==> config.mk <==
export PLATFORM = sky130hd
export DESIGN_NAME = rr_index_arbiter
export DESIGN_NICKNAME = d
export VERILOG_FILES = /design/src/rtl/rr_index_arbiter.sv
export SDC_FILE = /design/constraint.sdc
export NUM_CORES = 1
export LEC_CHECK = 0
export CORE_MARGIN = 4
export CORE_UTILIZATION = 49
export DETAILED_ROUTE_END_ITERATION = 8
export PLACE_DENSITY = 0.69
export SKIP_LAST_GASP = 1
export SLEW_MARGIN = 25
export SYNTH_ARGS = -nofsm -noshare
export SYNTH_HDL_FRONTEND = slang
export SYNTH_SLANG_ARGS = --single-unit
==> constraint.sdc <==
create_clock -name clk -period 6.95 [get_ports clk]
set_clock_uncertainty 0.05 [all_clocks]
set_input_delay 1.39 -clock clk [delete_from_list [all_inputs] [get_ports clk]]
set_output_delay 1.39 -clock clk [all_outputs]
set_load 0.03 [all_outputs]
==> src/rtl/rr_index_arbiter.sv <==
// Round-robin arbiter feeding a 4-to-16 one-hot decoder: holds one owner until release, then rotates priority.
// Optional grant timeout enabled by defining ARB_TIMEOUT_EN (bounds every grant to TIMEOUT_CYC cycles).
module rr_index_arbiter #(
    parameter int N_REQ       = 16,
    parameter int IDX_W       = 4,
    parameter int TIMEOUT_CYC = 255
) (
    input  logic             clk,
    input  logic             rst,
    input  logic [N_REQ-1:0] req,
    input  logic             done,
    output logic [IDX_W-1:0] grant_idx,
    output logic             grant_en,
    output logic             busy,
    output logic             timeout_flag
);

    if (N_REQ < 2 || N_REQ > 16 || (1 << IDX_W) < N_REQ ||
        TIMEOUT_CYC < 1 || TIMEOUT_CYC > 65535) begin : g_bad_param
        $error("rr_index_arbiter: illegal parameter combination");
    end

    typedef enum logic {
        IDLE  = 1'b0,
        GRANT = 1'b1
    } state_t;

    state_t           state, state_nxt;
    logic [IDX_W-1:0] ptr, ptr_nxt, idx_nxt;
    logic [IDX_W-1:0] win_idx, ptr_after, cand;
    logic             win_vld, release_norm;
    int               pos;

    // Scan from the highest offset down so the lowest offset from ptr is the one that sticks.
    always_comb begin
        win_vld = 1'b0;
        win_idx = ptr;
        pos     = 0;
        cand    = '0;
        for (int k = N_REQ - 1; k >= 0; k--) begin
            pos = int'(ptr) + k;
            if (pos >= N_REQ) pos = pos - N_REQ;
            cand = IDX_W'(pos);
            if (req[cand]) begin
                win_vld = 1'b1;
                win_idx = cand;
            end
        end
    end

    assign ptr_after    = (grant_idx == IDX_W'(N_REQ - 1)) ? '0 : grant_idx + IDX_W'(1);
    assign release_norm = done || !req[grant_idx];

`ifdef ARB_TIMEOUT_EN
    localparam int CNT_W = $clog2(TIMEOUT_CYC + 1);

    logic [CNT_W-1:0] cnt;
    logic             force_rel, tflag_nxt;

    // cnt holds the number of completed GRANT cycles; the TIMEOUT_CYC-th edge in GRANT forces release.
    always_ff @(posedge clk) begin
        if (rst || state == IDLE) cnt <= '0;
        else                      cnt <= cnt + CNT_W'(1);
    end

    assign force_rel = (cnt == CNT_W'(TIMEOUT_CYC - 1));

    always_ff @(posedge clk) begin
        if (rst) timeout_flag <= 1'b0;
        else     timeout_flag <= tflag_nxt;
    end
`else
    assign timeout_flag = 1'b0;
`endif

    always_comb begin
        state_nxt = state;
        ptr_nxt   = ptr;
        idx_nxt   = grant_idx;
`ifdef ARB_TIMEOUT_EN
        tflag_nxt = 1'b0;
`endif
        case (state)
            IDLE: begin
                if (win_vld) begin
                    idx_nxt   = win_idx;
                    state_nxt = GRANT;
                end
            end
            GRANT: begin
                if (release_norm) begin
                    state_nxt = IDLE;
                    ptr_nxt   = ptr_after;
                end
`ifdef ARB_TIMEOUT_EN
                else if (force_rel) begin
                    state_nxt = IDLE;
                    ptr_nxt   = ptr_after;
                    tflag_nxt = 1'b1;
                end
`endif
            end
            default: state_nxt = IDLE;
        endcase
    end

    always_ff @(posedge clk) begin
        if (rst) begin
            state     <= IDLE;
            ptr       <= '0;
            grant_idx <= '0;
        end else begin
            state     <= state_nxt;
            ptr       <= ptr_nxt;
            grant_idx <= idx_nxt;
        end
    end

    assign grant_en = (state == GRANT);
    assign busy     = grant_en;

endmodule

== Yosys cells after proc, flatten, opt, wreduce, memory -nomap -nowiden ==
Cells that the tools add are included.

* $add $sub $neg: 32
* Multiply operators: 0
* Div/mod/pow operators: 0
* Order comparisons: 33
* Equal/unequal tests: 1
* Shift-type cells: 0
* Mux-type cells: 86
* Bitwise gates (word level): 1
* Reductions and logical operators: 4

{| class="wikitable"
|+ Operators by type and width
! kind !! number
|-
| two-way mux 4 bit || 33
|-
| less-than comparator 4 x 5 -> 1 bit (second input constant) || 17
|-
| greater-or-equal comparator 5 bit (second input constant) || 15
|-
| binary-select mux 1 bit (select 4 bit) || 17
|-
| subtractor 4 x 1 -> 4 bit (second input constant) || 16
|-
| adder 4 x 4 -> 5 bit (second input constant) || 8
|-
| two-way mux 1 bit || 35
|-
| adder 4 x 3 -> 5 bit (second input constant) || 4
|-
| adder 4 x 2 -> 5 bit (second input constant) || 2
|-
| adder 4 x 1 -> 5 bit (second input constant) || 1
|-
| greater-or-equal comparator 4 x 5 -> 1 bit (second input constant) || 1
|-
| adder 4 x 1 -> 4 bit (second input constant) || 1
|-
| == test 4 bit (second input constant) || 1
|-
| AND reduction 2 bit || 2
|-
| case mux 1 bit (2 select lines) || 1
|-
| zero test 1 bit || 1
|-
| logical OR 1 bit || 1
|-
| inverter 1 bit || 1
|}

* Register bits: 9
* Bits in latches: 0
* Bits in writable memories: 0
* Memory bits (read-only): 0
* Input bits: 19
* Logic and storage cells: 160
* Memories: 0

== Logic depth before layout (Yosys ltp) ==
* Depth in word-level cells: 23
* Gate-level depth with buffers: 15

== Worst setup path before layout ==
OpenSTA, ideal clock, no wires.

* Path type: input to register
* Start point: input port req[8]
* End point: register grant_idx[1]
* Library setup time: 0.130 ns
* Arrival: 3.550 ns
* Setup slack: 3.220 ns
* Stages: 8
* Buffers on the path: 0
* Path through: mux4_1 -> mux4_2 -> or2_4 -> nor4b_4 -> a41oi_4 -> nor3b_1 -> o211ai_2 -> o311ai_1

* Word-level cells in the longest chain between the ends: 19
* Elaborated cells between the ends (all ways): 65
* Classes of those cells: mux (64); reduce/logical (1)

{| class="wikitable"
|+ RTL lines
! what !! line !! text
|-
| start: declaration || 10 || <nowiki>input logic [N_REQ-1:0] req,</nowiki>
|-
| binary-select mux 1 bit (select 4 bit) || 44 || <nowiki>if (req[cand]) begin</nowiki>
|-
| two-way mux 1 bit (implied by the code) || 44 ||
|-
| two-way mux 1 bit (16 in series) || 44 ||
|-
| AND reduction 2 bit (no line) || -- ||
|-
| end signal: assignment || 115 || <nowiki>grant_idx <= idx_nxt;</nowiki>
|-
| end: declaration || 12 || <nowiki>output logic [IDX_W-1:0] grant_idx,</nowiki>
|}

Parallel ways exist; a longest one is shown, timed or not. The select of a mux whose other input is x is not followed.
A chain may end at the register's enable or synchronous reset.

== Worst setup path in the final report ==
* Start point: register ptr[0]
* End point: register grant_idx[2]

* Word-level cells in the longest chain between the ends: 22
* Elaborated cells between the ends (all ways): 128
* Classes of those cells: add/sub (31); order compare (16); mux (80); reduce/logical (1)

{| class="wikitable"
|+ RTL lines
! what !! line !! text
|-
| start: declaration || 29 || <nowiki>logic [IDX_W-1:0] ptr, ptr_nxt, idx_nxt;</nowiki>
|-
| start signal: assignment || 114 || <nowiki>ptr <= ptr_nxt;</nowiki>
|-
| adder 4 x 4 -> 5 bit || 41 || <nowiki>pos = int'(ptr) + k;</nowiki>
|-
| subtractor 4 x 1 -> 4 bit or greater-or-equal comparator 5 bit (tied branches) || 42 || <nowiki>if (pos >= N_REQ) pos = pos - N_REQ;</nowiki>
|-
| two-way mux 4 bit || 42 ||
|-
| binary-select mux 1 bit (select 4 bit) || 44 ||
|-
| two-way mux 1 bit (implied by the code) || 44 ||
|-
| two-way mux 1 bit (16 in series) || 44 ||
|-
| AND reduction 2 bit (no line) || -- ||
|}

Parallel ways exist; a longest one is shown, timed or not. The select of a mux whose other input is x is not followed.

==> reports/results.md <==
| Step | Parameter | This run |
| --- | --- | --- |
| outcome | Run status | complete, no violations |
| timing | Slew at the pin closest to its max-slew limit | 1.03 ns |
| critical path | Data required time of the worst path | 6.99 ns |
| critical path | Beginning of the worst register-to-register path | ptr[0] |
| place | Placed Area | 3180 sq um |
| cells and area | Area growth from synthesis to layout | 9.60% |
| power and ir drop | Portion of total power attributed to sequential cells | 0.067 |
| worst hold path | Hold EP | ptr[3] |
| floorplan | Core Region | 5680 sq um |
| clock network | CTS tree | done |
| critical path | Number of cells traversed by the worst register-to-register path | 11 |
| synth | Most instantiated flip-flop cell in the synthesis netlist | sky130_fd_sc_hd__dfxtp_1 |
| critical path | Critical path type | reg -> reg |
| flow run | Max-cap check violation count | 0 |
| clock network | Post-CTS Resized | 0 |
| cells and area | Commonest non-fill, non-tap cell in the layout | sky130_fd_sc_hd__nor2_1 |
| clock network | Clock tree root buffer cell | sky130_fd_sc_hd__clkbuf_8 |
| cells and area | Area of the multi-input gates | 2580 sq um |
| cells and area | Final #Nets | 361 |
| power and ir drop | NetSw | 0.841 mW |
| synth | Netlist area before placement | 2940 sq um |
| floorplan | Placement Rows | 27 |
| clock network | Depth of the CTS H-tree | 1 |
| synth | Number of register bits inferred by synthesis | 9 |
| critical path | Category of the worst setup path capture point | flip-flop |
| timing | Final setup viols | 0 |
| cells and area | Final standard cell utilization of the core | 0.569 |
| routing | Routed len/inst | 22.0 um |
| routing | Drt first pass iters | 5 |
| clock network | TritonCTS buffer count | 3 |
| power and ir drop | Proportion of total power due to net switching | 0.562 |
| grt | Global-route wire length before repair | 14,500 um |
| critical path | Crit Path Max Fanout | 31 |
| critical path | Critical path launch point type | flip-flop |
| worst hold path | Path class of the lowest-slack min-delay path | reg -> reg |
| critical path | Ordered list of cells on the worst path | buf_4, inv_2, ha_1, a2111oi_0, a31o_2, nor3_1, o21ai_0, o311a_1, o31a_1, o311ai_1, a311oi_1 |
| floorplan | Die outline width | 85.5 um |
| cells and area | Commonest cells after routing, fill and taps aside | sky130_fd_sc_hd__nor2_1, sky130_fd_sc_hd__mux4_2, sky130_fd_sc_hd__mux2i_1 |
| grt | Pin count of the biggest net entering global routing | 32 |
| routing | Detail Route Antenna Nets | 0 |
| synth | Cell types with the largest area share after synthesis | sky130_fd_sc_hd__mux4_2, sky130_fd_sc_hd__mux2i_1, sky130_fd_sc_hd__dfxtp_1, sky130_fd_sc_hd__mux2_2, sky130_fd_sc_hd__nor2_1 |
| grt | Antenna violations before repair | 0 |
| critical path | Worst r2r dst | grant_idx[2] |
| synth | Seq/Total Area, Yosys | 0.0612 |
| cells and area | Area used by sequential logic in the layout | 180 sq um |
| power and ir drop | Power Density | 464 nW/um^2 |
| synth | Share of synthesized registers carrying an async set or reset | 0 |
| clock network | Later-pin clock latency in the skew report | 0.23 ns |
| cells and area | Number of diodes | 0 |
| routing | Count of vias placed by the detailed router | 2,863 |
| worst hold path | Hold-critical path depth | 2 |
| critical path | Delay contributed by the slowest stage of the critical path | 0.98 ns |
| timing | Worst slew margin relative to its limit | 0.310 |
| timing | Unrepaired setup endpoints after global routing | false |
| place | Count of buffers from port buffering | 24 |
| timing | Final slew viol count | 0 |
| routing | DRC violations left | 0 |
| worst hold path | Source of the worst hold timing path | grant_idx[3] |
| power and ir drop | Part of the power in the clock network | 0.041 |
| place | Weighted congestion at the end of routability-driven global placement | 0.939 |
| power and ir drop | Worst VDD drop | 0.000278 V |
| cells and area | Number of fill cells in the layout | 531 |
| place | Final HPWL from detailed placement | 6730 um |
| synth | Post-Syn Area per Cell | 9.14 sq um |
| synth | Library cell with the largest summed area after synthesis | sky130_fd_sc_hd__mux4_2 |
| critical path | Top cell family by delay on the critical path | compound AO/OA/AOI/OAI gates |
| synth | Warnings from Yosys | 0 |
| cells and area | Layout cells sized above 1 | 0.213 |
| power and ir drop | Leakage Power | 1.11 nW |
| grt | Number of global-route vias before repair | 2,721 |
| timing | Setup TNS after final layout | 0 ns |
| routing | Post-detailed-route via-to-cell ratio | 7.07 |
| critical path | CP bufs+invs | 2 |
| timing | Crit share post-route | 0.642 |
| power and ir drop | Total internal power | 0.656 mW |
| synth | Instance count of the mapped netlist | 322 |
| clock network | Register clock-pin slew on the reported worst setup and hold paths | 0.05 ns |
| timing | Final Hold Viols | 0 |
| clock network | Buffers inserted by post-CTS timing repair | 0 |
| timing | Peak clock frequency supported by timing | 0.224 GHz |
| floorplan | I/O pin count | 26 |
| synth | Unique masters post-synth | 78 |
| clock network | Max Buffers Root-to-Sink | 2 |
| synth | Number of enable flip-flop cells after synthesis | 0 |
| floorplan | Starting utilization of the core area | 0.519 |
| critical path | Cell with the largest stage delay on the worst path | sky130_fd_sc_hd__ha_1 |
| routing | Total routed wirelength | 8910 um |
| critical path | Worst setup slack for register-to-register paths | 2.48 ns |
| grt | Overall fraction of global-route tracks in use | 0.245 |
| floorplan | Die Outline Area | 7310 sq um |
| critical path | Crit path arrival time | 4.50 ns |
| clock network | Clock Sink Count | 9 |
| clock network | CTS hold repair buffers | 0 |
| power and ir drop | Combinational cell fraction of total power | 0.892 |
| synth | Area share of the leading cell type in the synthesized netlist | 0.237 |
| synth | Syn nets | 349 |
| timing | Period minus WS final | 4.47 ns |
| grt | Overflow after GRT | 0 |
| routing | Iter 0 DRT Violations | 233 |
| floorplan | Vertical extent of the die | 85.5 um |
| cells and area | Area of all placed cells without fillers | 3230 sq um |
## cell families after synthesis
group | synth area share
adders and majority gates | 0.0340
DFF | 0.0612
xor gates and xnor gates | 0.0527
other | 0.00127
and+or+nand+nor | 0.157
buffers and inverters | 0.0608
muxes | 0.416
AOI/OAI and AO/OA | 0.216
## power groups by stage
stage	Combinational (mW)	Clock, mW	Sequential, mW
floorplan	1.02	0	0.105
global placement	1.30	0	0.0999
detailed placement	1.30	0	0.101
CTS	1.31	0.0639	0.100
global route	1.44	0.0669	0.104
finish	1.34	0.0619	0.0996
## cells in the mapped netlist, types with 3 or more instances
library cell                n
sky130_fd_sc_hd__nand4_1    3
sky130_fd_sc_hd__xor2_1     4
sky130_fd_sc_hd__buf_2     11
sky130_fd_sc_hd__clkbuf_1   3
sky130_fd_sc_hd__inv_1     13
sky130_fd_sc_hd__nor2_1    37
sky130_fd_sc_hd__dfxtp_1    9
sky130_fd_sc_hd__xnor2_1   10
sky130_fd_sc_hd__nand2_1   16
sky130_fd_sc_hd__nor2b_1    5
sky130_fd_sc_hd__mux2i_1   29
sky130_fd_sc_hd__o21ai_0   10
sky130_fd_sc_hd__buf_6      3
sky130_fd_sc_hd__o211ai_1   5
sky130_fd_sc_hd__a31oi_1    4
sky130_fd_sc_hd__nor3_1     5
sky130_fd_sc_hd__o311ai_1   3
sky130_fd_sc_hd__a211oi_1   4
sky130_fd_sc_hd__a311oi_1   4
sky130_fd_sc_hd__ha_1       8
sky130_fd_sc_hd__mux2_2    13
sky130_fd_sc_hd__a21oi_1   16
sky130_fd_sc_hd__mux4_2    31
sky130_fd_sc_hd__o22ai_1    7
## final cells by class
| type | count | share of cell area |
|---|---|---|
| inverters | 15 | 0.0174 |
| well taps | 72 | 0.0279 |
| repair buffers | 28 | 0.0838 |
| flip-flops and latches | 9 | 0.0558 |
| multi-input cells | 277 | 0.801 |
| clock buffers | 4 | 0.0140 |
## stage by stage
step / setup WS [ns] / hold slack (ns) / cells / power, mW
2_1_floorplan: 3.22 / 0.608 / 322 / 1.12
3_3_place_gp: 2.36 / 0.520 / 401 / 1.40
3_5_place_dp: 2.35 / 0.532 / 401 / 1.40
4_1_cts: 2.59 / 0.551 / 405 / 1.47
5_1_grt: 2.13 / 0.591 / 405 / 1.61
6_report: 2.48 / 0.551 / 405 / 1.50
## metal layers
metal / up-vias / part of all wire / GRT usage
met5: - / 0 / 0
met4: 0 / 0.018 / 0.0504
met2: 142 / 0.46 / 0.382
met3: 14 / 0.084 / 0.0403
li1: 1300 / - / -
met1: 1407 / 0.43 / 0.358
## worst max path at each step
stage / start / to / slack, ns / cells past startpoint
global route: ptr[1] / grant_idx[2] / 2.13 / 11
finish: ptr[0] / grant_idx[2] / 2.48 / 11
detailed placement: req[8] / grant_idx[1] / 2.35 / 9
global placement: req[5] / grant_idx[3] / 2.36 / 10
CTS: req[8] / grant_idx[1] / 2.59 / 9
floorplan: req[8] / grant_idx[1] / 3.22 / 8
## worst min-delay path, stage by stage (launching register included)
cell and delay, ns:
sky130_fd_sc_hd__dfxtp_1 0.37, sky130_fd_sc_hd__o21ai_0 0.10, sky130_fd_sc_hd__a311oi_1 0.08
## registers in the layout, summed over array words and instances (netlist names)
name       count
busy           1
grant_idx      4
ptr            4
No activity file was read; power rests on OpenSTA's default activity.
